===== src/rtl/uart_tx_arb_if.sv =====
// uart_tx_arb_if: bundle between the byte producers, the UART TX core and the
// round-robin arbiter. The slave modport is the arbiter's view; the master
// modport is the surrounding environment (clients plus the UART TX core).
interface uart_tx_arb_if #(
  parameter int DWIDTH = 8,
  parameter int NREQ   = 4
);
  localparam int OW = $clog2(NREQ);

  logic [NREQ-1:0]        req;
  logic [NREQ*DWIDTH-1:0] req_data;
  logic [NREQ-1:0]        req_parity_en;
  logic [NREQ-1:0]        req_parity_type;
  logic [NREQ-1:0]        gnt;
  logic [OW-1:0]          owner;
  logic [DWIDTH-1:0]      p_data_tx;
  logic                   data_valid_tx;
  logic                   parity_en;
  logic                   parity_type;
  logic                   busy_tx;
  logic                   tmo_err;

  modport master (
    output req, req_data, req_parity_en, req_parity_type, busy_tx,
    input  gnt, owner, p_data_tx, data_valid_tx, parity_en, parity_type, tmo_err
  );

  modport slave (
    input  req, req_data, req_parity_en, req_parity_type, busy_tx,
    output gnt, owner, p_data_tx, data_valid_tx, parity_en, parity_type, tmo_err
  );
endinterface


===== src/rtl/uart_tx_arbiter.sv =====
// uart_tx_arbiter: round-robin sharing of one UART transmitter among NREQ byte
// producers. One byte is accepted per grant and held on the parallel load port
// until the next grant; a new frame launches only after busy_tx has completed
// a full high/low cycle for the previous one.
//
// Optional feature: define UART_TX_ARB_TMO_EN to add a busy_tx rise timeout.
// Without it WAIT_BUSY waits forever and tmo_err is tied low.
//
// state     | meaning
// IDLE      | arbitrate pending requests when busy_tx is low
// LAUNCH    | data_valid_tx high for this single cycle
// WAIT_BUSY | waiting for the UART to report the frame started
// WAIT_DONE | waiting for the frame to complete
module uart_tx_arbiter #(
  parameter int DWIDTH   = 8,
  parameter int NREQ     = 4,
  parameter int BUSY_TMO = 16
) (
  input  logic          clk_tx_i,
  input  logic          rst_i,
  uart_tx_arb_if.slave  bus
);
  localparam int OW = $clog2(NREQ);

  if (NREQ < 2 || NREQ > 16 || BUSY_TMO < 1) begin : g_bad_param
    $error("uart_tx_arbiter: NREQ must be 2..16 and BUSY_TMO at least 1");
  end

  typedef enum logic [1:0] {IDLE, LAUNCH, WAIT_BUSY, WAIT_DONE} state_t;

  state_t            state_q, state_d;
  logic [OW-1:0]     ptr_q, ptr_d;
  logic [OW-1:0]     owner_q, owner_d;
  logic [NREQ-1:0]   gnt_q, gnt_d;
  logic              dv_q, dv_d;
  logic [DWIDTH-1:0] data_q, data_d;
  logic              pe_q, pe_d;
  logic              pt_q, pt_d;

  logic [DWIDTH-1:0] data_arr [NREQ];
  logic              found;
  logic [OW-1:0]     win;

`ifdef UART_TX_ARB_TMO_EN
  localparam int TW = $clog2(BUSY_TMO + 1);
  logic [TW-1:0] tmo_cnt_q, tmo_cnt_d;
  logic          tmo_q, tmo_d;
`endif

  // Unpack the flat request data bus into one byte per requester.
  always_comb begin
    for (int i = 0; i < NREQ; i++) begin
      data_arr[i] = bus.req_data[i*DWIDTH +: DWIDTH];
    end
  end

  // Round-robin search starting just after the last granted requester.
  always_comb begin
    found = 1'b0;
    win   = '0;
    for (int k = 1; k <= NREQ; k++) begin
      int idx;
      idx = int'(ptr_q) + k;
      if (idx >= NREQ) idx = idx - NREQ;
      if (!found && bus.req[OW'(idx)]) begin
        found = 1'b1;
        win   = OW'(idx);
      end
    end
  end

  // Next-state and output decode; grant captures the winner's byte and parity.
  always_comb begin
    state_d = state_q;
    ptr_d   = ptr_q;
    owner_d = owner_q;
    gnt_d   = '0;
    dv_d    = 1'b0;
    data_d  = data_q;
    pe_d    = pe_q;
    pt_d    = pt_q;
`ifdef UART_TX_ARB_TMO_EN
    tmo_cnt_d = tmo_cnt_q;
    tmo_d     = 1'b0;
`endif
    case (state_q)
      IDLE: begin
        if (found && !bus.busy_tx) begin
          state_d = LAUNCH;
          ptr_d   = win;
          owner_d = win;
          gnt_d   = NREQ'(1) << win;
          dv_d    = 1'b1;
          data_d  = data_arr[win];
          pe_d    = bus.req_parity_en[win];
          pt_d    = bus.req_parity_type[win];
        end
      end
      LAUNCH: begin
        state_d = WAIT_BUSY;
`ifdef UART_TX_ARB_TMO_EN
        tmo_cnt_d = TW'(BUSY_TMO - 1);
`endif
      end
      WAIT_BUSY: begin
        if (bus.busy_tx) begin
          state_d = WAIT_DONE;
`ifdef UART_TX_ARB_TMO_EN
        end else if (tmo_cnt_q == '0) begin
          // The byte is dropped; the pointer already moved past this owner.
          state_d = IDLE;
          tmo_d   = 1'b1;
        end else begin
          tmo_cnt_d = tmo_cnt_q - 1'b1;
`endif
        end
      end
      WAIT_DONE: begin
        if (!bus.busy_tx) state_d = IDLE;
      end
      default: state_d = IDLE;
    endcase
  end

  // State and output registers; reset gives requester 0 top priority.
  always_ff @(posedge clk_tx_i) begin
    if (rst_i) begin
      state_q <= IDLE;
      ptr_q   <= OW'(NREQ - 1);
      owner_q <= '0;
      gnt_q   <= '0;
      dv_q    <= 1'b0;
      data_q  <= '0;
      pe_q    <= 1'b0;
      pt_q    <= 1'b0;
    end else begin
      state_q <= state_d;
      ptr_q   <= ptr_d;
      owner_q <= owner_d;
      gnt_q   <= gnt_d;
      dv_q    <= dv_d;
      data_q  <= data_d;
      pe_q    <= pe_d;
      pt_q    <= pt_d;
    end
  end

`ifdef UART_TX_ARB_TMO_EN
  // Busy-rise timeout down-counter and its one-cycle error pulse.
  always_ff @(posedge clk_tx_i) begin
    if (rst_i) begin
      tmo_cnt_q <= '0;
      tmo_q     <= 1'b0;
    end else begin
      tmo_cnt_q <= tmo_cnt_d;
      tmo_q     <= tmo_d;
    end
  end
  assign bus.tmo_err = tmo_q;
`else
  assign bus.tmo_err = 1'b0;
`endif

  assign bus.gnt           = gnt_q;
  assign bus.owner         = owner_q;
  assign bus.p_data_tx     = data_q;
  assign bus.data_valid_tx = dv_q;
  assign bus.parity_en     = pe_q;
  assign bus.parity_type   = pt_q;
endmodule


===== src/flat_wrapper.sv =====
// flat-port wrapper written by rule: the top's interface ports become plain ports
module uart_tx_arbiter_flat 
#(
  parameter int DWIDTH   = 8,
  parameter int NREQ     = 4,
  parameter int BUSY_TMO = 16
)
  (clk_tx_i, rst_i, bus_req, bus_req_data, bus_req_parity_en, bus_req_parity_type, bus_busy_tx, bus_gnt, bus_owner, bus_p_data_tx, bus_data_valid_tx, bus_parity_en, bus_parity_type, bus_tmo_err);
  uart_tx_arb_if #(.DWIDTH(DWIDTH), .NREQ(NREQ)) bus_i ();
  input  logic clk_tx_i;
  input  logic rst_i;
  input wire logic [$bits(bus_i.req)-1:0] bus_req;
  input wire logic [$bits(bus_i.req_data)-1:0] bus_req_data;
  input wire logic [$bits(bus_i.req_parity_en)-1:0] bus_req_parity_en;
  input wire logic [$bits(bus_i.req_parity_type)-1:0] bus_req_parity_type;
  input wire logic [$bits(bus_i.busy_tx)-1:0] bus_busy_tx;
  output wire logic [$bits(bus_i.gnt)-1:0] bus_gnt;
  output wire logic [$bits(bus_i.owner)-1:0] bus_owner;
  output wire logic [$bits(bus_i.p_data_tx)-1:0] bus_p_data_tx;
  output wire logic [$bits(bus_i.data_valid_tx)-1:0] bus_data_valid_tx;
  output wire logic [$bits(bus_i.parity_en)-1:0] bus_parity_en;
  output wire logic [$bits(bus_i.parity_type)-1:0] bus_parity_type;
  output wire logic [$bits(bus_i.tmo_err)-1:0] bus_tmo_err;
  assign bus_i.req = bus_req;
  assign bus_i.req_data = bus_req_data;
  assign bus_i.req_parity_en = bus_req_parity_en;
  assign bus_i.req_parity_type = bus_req_parity_type;
  assign bus_i.busy_tx = bus_busy_tx;
  assign bus_gnt = bus_i.gnt;
  assign bus_owner = bus_i.owner;
  assign bus_p_data_tx = bus_i.p_data_tx;
  assign bus_data_valid_tx = bus_i.data_valid_tx;
  assign bus_parity_en = bus_i.parity_en;
  assign bus_parity_type = bus_i.parity_type;
  assign bus_tmo_err = bus_i.tmo_err;
  uart_tx_arbiter #(.DWIDTH(DWIDTH), .NREQ(NREQ), .BUSY_TMO(BUSY_TMO)) u_core (.clk_tx_i(clk_tx_i), .rst_i(rst_i), .bus(bus_i));
endmodule

===== config.mk =====
export PLATFORM = sky130hd
export DESIGN_NAME = uart_tx_arbiter_flat
export DESIGN_NICKNAME = d
export VERILOG_FILES = /design/src/rtl/uart_tx_arb_if.sv /design/src/rtl/uart_tx_arbiter.sv /design/src/flat_wrapper.sv
export SDC_FILE = /design/constraint.sdc
export NUM_CORES = 1
export LEC_CHECK = 0
export ABC_AREA = 1
export ABC_CLOCK_PERIOD_IN_PS = 5300
export BUFFER_PORTS_ARGS = -buffer_cell sky130_fd_sc_hd__buf_2
export CAP_MARGIN = 20
export CORE_MARGIN = 4
export CORE_UTILIZATION = 50
export DETAILED_ROUTE_END_ITERATION = 12
export GPL_ROUTABILITY_DRIVEN = 0
export PLACE_DENSITY = 0.84
export SLEW_MARGIN = 0
export SYNTH_ARGS = -nofsm -noshare
export SYNTH_HDL_FRONTEND = slang
export SYNTH_SLANG_ARGS = --single-unit

===== constraint.sdc =====
create_clock -name clk_tx_i -period 5.3 [get_ports clk_tx_i]
set_input_delay 1.06 -clock clk_tx_i [delete_from_list [all_inputs] [get_ports clk_tx_i]]
set_output_delay 1.06 -clock clk_tx_i [all_outputs]
set_load 0.02 [all_outputs]

# == After elaboration in Yosys (flattened, before gate mapping) ==
# Cells that the tools add are included.
# op_classes
add_sub_neg,8
magnitude_cmp,10
eq_ne,6
n_shift,1
mux,36
bitwise,3
reduce_logical,13
# op_table
op,n
two-way mux 2 bit,11
binary-select mux 8 bit (select 2 bit),1
less-than comparator 2 x 4 -> 1 bit (second input constant),4
two-way mux 8 bit,2
two-way mux 1 bit,15
binary-select mux 1 bit (select 2 bit),6
greater-or-equal comparator 3 bit (second input constant),4
case mux 2 bit (4 select lines),1
subtractor 2 x 1 -> 2 bit (second input constant),4
adder 2 x 2 -> 3 bit (second input constant),2
adder 2 x 3 -> 4 bit (second input constant),1
== test 2 bit (second input constant),2
greater-or-equal comparator 4 x 3 -> 1 bit (second input constant),1
logical AND 1 bit,4
zero test 1 bit,4
!= test 2 bit (second input constant),2
<< shifter 1 x 2 -> 4 bit (first input constant),1
adder 2 x 1 -> 3 bit (second input constant),1
less-than comparator 2 x 3 -> 1 bit (second input constant),1
inverter 2 -> 3 bit,1
AND reduction 3 bit,1
OR reduction 3 bit,1
== test 2 x 1 -> 1 bit (second input constant),1
zero test 2 bit,1
4 further kinds,5
# totals
ff_bits,21

# == Depth between registers and ports, before layout ==
# depth
ltp_word,20
depth_mapped,17
mapped_depth_nobuf,15

# == Worst setup path before layout ==
# Ideal clock, no wire load.
# synth_timing
path_kind,input to register
from,input bus_req[3]
to,register u_core.data_q[1] (netlist: u_core.bus.p_data_tx[1])
setup_time_ns,0.113
t_arrival_ns,2.102
required_time_ns,5.187
setup_slack_ns,3.084
cell_stages,13
cell_sequence,inv_1 nand2_1 nand3_1 nand2_1 nor2_4 nand3_4 nand3_4 inv_6 buf_12 nand2_2 nand3_2 nand3_1 nand2_1
# synth_via
elab_chain_len,17
# synth_rtl
element,line,source
start: declaration,flat_wrapper.sv:12,input wire logic [$bits(bus_i.req)-1:0] bus_req;
binary-select mux 1 bit (select 2 bit),uart_tx_arbiter.sv:65,if (!found && bus.req[OW'(idx)]) begin
two-way mux 1 bit (not written as such) (2 in a row),uart_tx_arbiter.sv:65,
two-way mux 1 bit,uart_tx_arbiter.sv:65,
zero test 1 bit,uart_tx_arbiter.sv:65,
logical AND 1 bit,uart_tx_arbiter.sv:65,
two-way mux 1 bit,uart_tx_arbiter.sv:65,
zero test 1 bit,uart_tx_arbiter.sv:65,
logical AND 1 bit,uart_tx_arbiter.sv:65,
two-way mux 1 bit,uart_tx_arbiter.sv:65,
zero test 1 bit,uart_tx_arbiter.sv:65,
logical AND 1 bit,uart_tx_arbiter.sv:65,
two-way mux 2 bit,uart_tx_arbiter.sv:65,
inverter 2 -> 3 bit (not written as such),uart_tx_arbiter.sv:94,data_d = data_arr[win];
binary-select mux 8 bit (select 2 bit),uart_tx_arbiter.sv:94,
two-way mux 8 bit (not written as such) (2 in a row),uart_tx_arbiter.sv:94,
end signal: assignment,uart_tx_arbiter.sv:142,data_q <= data_d;
end: declaration,uart_tx_arbiter.sv:36,"logic [DWIDTH-1:0] data_q, data_d;"
# Several ways; a longest one is shown, not always the timed one. The select of a mux whose other input is x is not followed.
# A chain may end at the register's enable or synchronous reset.

# == Final worst setup path ==
# layout_timing
from,input bus_req[3]
to,register u_core.data_q[7] (netlist: u_core.bus.p_data_tx[7])
# Same word-level chain as after synthesis.

==> results.rst <==
.. list-table::
   :header-rows: 1

   * - Metric
     - Value
   * - Detailed Route Iter0 Violations
     - 127
   * - Syn_nets
     - 284
   * - Maxcap violations
     - 0
   * - Result of the run
     - complete, no violations
   * - Clock Sink Count
     - 21
   * - Final setup vio count
     - 0
   * - Simple-gate share of the synthesized area
     - 0.515
   * - Share of post-route cells with drive strength above 1
     - 0.369
   * - Wirelength, routed
     - 3800 um
   * - Share of the core filled with cells
     - 0.622
   * - Number of top-level pins
     - 65
   * - Hold-fix buffers at CTS
     - 0
   * - Total iterations of the first detailed-routing run
     - 4
   * - Count of instances resized after the clock tree is built
     - 0
   * - Leading cell type by number of instances after synthesis
     - sky130_fd_sc_hd__nand2_1
   * - CTS Buf Count
     - 3
   * - Synthesis warning total
     - 0
   * - Count of buffering cells on the critical path with inverters included
     - 5
   * - Number of pins with negative max-slew slack in the final report
     - 0
   * - H-Tree Level Count
     - 1
   * - Number of synthesized register bits
     - 21
   * - Number of buffers added on ports
     - 63
   * - Power density over cell area
     - 684 nW/um^2
   * - Leftover overflow at the end of global routing
     - 0
   * - Buffers inserted during post-CTS setup optimization
     - 0
   * - Starting density of the core
     - 0.520
   * - Highest-delay cell along the critical path
     - sky130_fd_sc_hd__inv_1
   * - Top delay family on crit path
     - simple AND/OR/NAND/NOR gates
   * - Total via count after detailed routing
     - 1617
   * - Area of the die
     - 4110 um^2
   * - Count of flip-flops with a built-in enable after synthesis
     - 0
   * - Cell accounting for the most synthesized area
     - sky130_fd_sc_hd__dfxtp_1
   * - Insertion delay of the later-clocked pin in the worst-skew pair
     - 0.31 ns
   * - Count of unresolved DRC violations after routing
     - 0
   * - Floorplan core area
     - 3030 um^2
   * - Worst min-delay path class
     - flop to flop
   * - Element type at the critical path start
     - primary input
   * - Detailed Place HPWL
     - 2990 um
   * - NumNets Final
     - 345
   * - Final period utilization
     - 0.468
   * - Drt via density
     - 4.80
   * - Wire length of the first global-routing pass
     - 6390 um
   * - Clock Root Buffer
     - sky130_fd_sc_hd__clkbuf_4
   * - Initial antenna violation count
     - 0
   * - Clock skew
     - 0.00452 ns
   * - WHS
     - 0.459 ns
   * - Floorplan row count
     - 20
   * - Largest incremental delay on the critical path
     - 0.26 ns
   * - Classification of the worst setup path
     - primary input to flop
   * - Most frequent cells after synthesis
     - 78 x sky130_fd_sc_hd__nand2_1, 28 x sky130_fd_sc_hd__nand3_1, 27 x sky130_fd_sc_hd__inv_1, 21 x sky130_fd_sc_hd__dfxtp_1, 21 x sky130_fd_sc_hd__nand2_2
   * - Mux cell area share after synthesis
     - 0.00636
   * - Number of unique standard cell types used by synthesis
     - 28
   * - Via count of the first global-routing pass
     - 1501
   * - Flip-flop cell with the highest count after synthesis
     - sky130_fd_sc_hd__dfxtp_1
   * - Seq/Total Area, Yosys
     - 0.267
   * - Cell types with the largest area share after synthesis
     - sky130_fd_sc_hd__dfxtp_1 27%, sky130_fd_sc_hd__nand2_1 19%, sky130_fd_sc_hd__nand3_1 8.9%
   * - Share of the synthesized area in compound gates (AO/OA/AOI/OAI)
     - 0.0382
   * - Sort of element at the end of the critical path
     - flop
   * - Launch point of the worst path
     - bus_req[3]
   * - Setup repair after global routing missed its margin
     - false
   * - Deepest clock path buffer count
     - 2
   * - Leakage power of the design
     - 1.10 nW
   * - Share of the synthesized area in the top cell type
     - 0.267
   * - Period minus WS final
     - 2.48 ns
   * - Largest vdd supply drop
     - 270 uV
   * - Arithmetic-cell share of the synthesized area counting full adders, half adders and majority gates
     - 0.0318
   * - Final hold violation count
     - 0
   * - Largest net degree at the start of global routing
     - 24
   * - Cells after synthesis
     - 233
   * - TNS Setup
     - 0 ns
   * - Layout Area Growth over Synthesis
     - 19.6%
   * - Register clock-pin slew on the reported worst setup and hold paths
     - 0.11 ns
   * - Routed len/inst
     - 11.3 um
   * - Hold Startpoint
     - u_core.bus.owner[0]$_SDFFE_PP0P_
   * - Number of nets still failing antenna checks after routing
     - 0
   * - # diodes
     - 0
   * - Mean cell area of the mapped netlist
     - 6.76 um^2
   * - CTS tree
     - built
   * - Post-synth design cell area
     - 1570 um^2
   * - CP max FO
     - 12
   * - Required time at the endpoint of the critical path
     - 5.52 ns
   * - DIE WIDTH
     - 64.1 um
   * - Main combinational cell family by area after synthesis
     - simple AND/OR/NAND/NOR gates
   * - Vert. Die Dim
     - 64.1 um
   * - Cell chain of the critical path
     - buf_2, inv_1, nand2_1, nand3_1, nand2_1, nor2_4, nand2_1, nor2_1, inv_1, nand2_2, inv_1, nand3_1, nand3_1, nand2_1, inv_1
   * - Area share of xor/xnor cells in the synthesized design
     - 0
   * - Arrival time of the worst setup path
     - 2.70 ns
   * - Post-synthesis async set-or-reset flop share
     - 0
   * - Max Clk Rate
     - 0.403 GHz
   * - Total Routing Usage GR
     - 0.192
   * - Launching point of the worst reg2reg path
     - u_core.ptr_q[0]$_SDFFE_PP1P_
## cells in the final DEF, fill, tap and decap left out
| master | synthesis | final |
|---|---|---|
| sky130_fd_sc_hd__a21oi_1 | 2 | 2 |
| sky130_fd_sc_hd__buf_2 | 0 | 63 |
| sky130_fd_sc_hd__clkbuf_1 | 0 | 1 |
| sky130_fd_sc_hd__clkbuf_4 | 0 | 3 |
| sky130_fd_sc_hd__clkinv_1 | 1 | 1 |
| sky130_fd_sc_hd__conb_1 | 1 | 1 |
| sky130_fd_sc_hd__dfxtp_1 | 21 | 21 |
| sky130_fd_sc_hd__ha_1 | 4 | 4 |
| sky130_fd_sc_hd__inv_1 | 27 | 27 |
| sky130_fd_sc_hd__inv_2 | 3 | 3 |
| sky130_fd_sc_hd__inv_4 | 1 | 1 |
| sky130_fd_sc_hd__inv_6 | 1 | 1 |
| sky130_fd_sc_hd__mux2i_1 | 1 | 1 |
| sky130_fd_sc_hd__nand2_1 | 78 | 78 |
| sky130_fd_sc_hd__nand2_2 | 21 | 21 |
| sky130_fd_sc_hd__nand2_4 | 2 | 2 |
| sky130_fd_sc_hd__nand3_1 | 28 | 28 |
| sky130_fd_sc_hd__nand3_2 | 10 | 10 |
| sky130_fd_sc_hd__nand3_4 | 2 | 2 |
| sky130_fd_sc_hd__nand4_1 | 6 | 6 |
| sky130_fd_sc_hd__nor2_1 | 5 | 5 |
| sky130_fd_sc_hd__nor2_4 | 2 | 2 |
| sky130_fd_sc_hd__nor3_1 | 2 | 2 |
| sky130_fd_sc_hd__o211ai_1 | 1 | 1 |
| sky130_fd_sc_hd__o21a_1 | 3 | 3 |
| sky130_fd_sc_hd__o21ai_0 | 2 | 2 |
| sky130_fd_sc_hd__o21ai_1 | 2 | 2 |
## power breakdown
group	total [W]	switching (W)	leakage [nW]	internal [W]
logic	0.000938	0.000636	0.908	0.000301
registers	0.000272	0.0000488	0.172	0.000223
clock network	0.0000790	0.0000496	0.0150	0.0000294
total	0.00129	0.000735	1.10	0.000554
## state kept, by name, summed over array words and instances (netlist names)
signal and flops:
u_core.bus.p_data_tx 8, u_core.bus.gnt 4, u_core.bus.owner 2, u_core.ptr_q 2, u_core.state_q 2, u_core.bus.data_valid_tx 1, u_core.bus.parity_en 1, u_core.bus.parity_type 1
## cells by family (layout without fill, tap and decap cells)
kind of cell	count (synthesis)	in the layout
AO/OA/AOI/OAI	10	10
other	1	1
AND/OR/NAND/NOR	156	156
adder cells (fa/ha/maj)	4	4
multiplexers	1	1
buffers and inverters	40	100
flip-flops	21	21
## path summary, 6_finish.rpt
path | slack (ns) | endpoint | depth (start not counted)
worst max-delay path | 2.82 | u_core.bus.p_data_tx[7]$_SDFFE_PP0P_ | 15
worst min-delay path | 0.46 | u_core.bus.owner[0]$_SDFFE_PP0P_ | 2
worst max register to register | 2.95 | u_core.bus.p_data_tx[7]$_SDFFE_PP0P_ | 15
worst min register to register | 0.46 | u_core.bus.owner[0]$_SDFFE_PP0P_ | 2
## layer usage
metal | part of all wire | track usage
met2 | 0.48 | 0.326
met1 | 0.43 | 0.230
met4 | 0.020 | 0.0712
met3 | 0.069 | 0.0527
met5 | 0 | 0
## stage by stage
stage	total power (W)	std cells	setup WS (ns)	cell area [um^2]
floorplan	0.00115	233	3.08	1570
global placement	0.00119	333	2.57	1860
detailed placement	0.00122	333	2.50	1860
CTS	0.00129	337	2.83	1880
global route	0.00142	337	2.57	1880
finish	0.00129	337	2.82	1880
## worst reg2reg max path: stages, from the launching register on
cell and delay (ns):
sky130_fd_sc_hd__dfxtp_1 0.64, sky130_fd_sc_hd__inv_4 0.13, sky130_fd_sc_hd__nand2_1 0.09, sky130_fd_sc_hd__nand2_1 0.08, sky130_fd_sc_hd__nand2_2 0.10, sky130_fd_sc_hd__nand2_4 0.06, sky130_fd_sc_hd__nor2_4 0.12, sky130_fd_sc_hd__nand2_1 0.06
sky130_fd_sc_hd__nor2_1 0.08, sky130_fd_sc_hd__inv_1 0.05, sky130_fd_sc_hd__nand2_2 0.25, sky130_fd_sc_hd__inv_1 0.27, sky130_fd_sc_hd__nand3_1 0.13, sky130_fd_sc_hd__nand3_1 0.10, sky130_fd_sc_hd__nand2_1 0.08, sky130_fd_sc_hd__inv_1 0.03
## layout make-up
type	instances	area [um^2]
sequential	21	420
timing repair buffer	63	315
inverter	33	131
clock buffer	4	26.3
fill	282	1140
multi-input combinational	172	935
tap	44	55.1
Power figures use the tool's default switching activity.
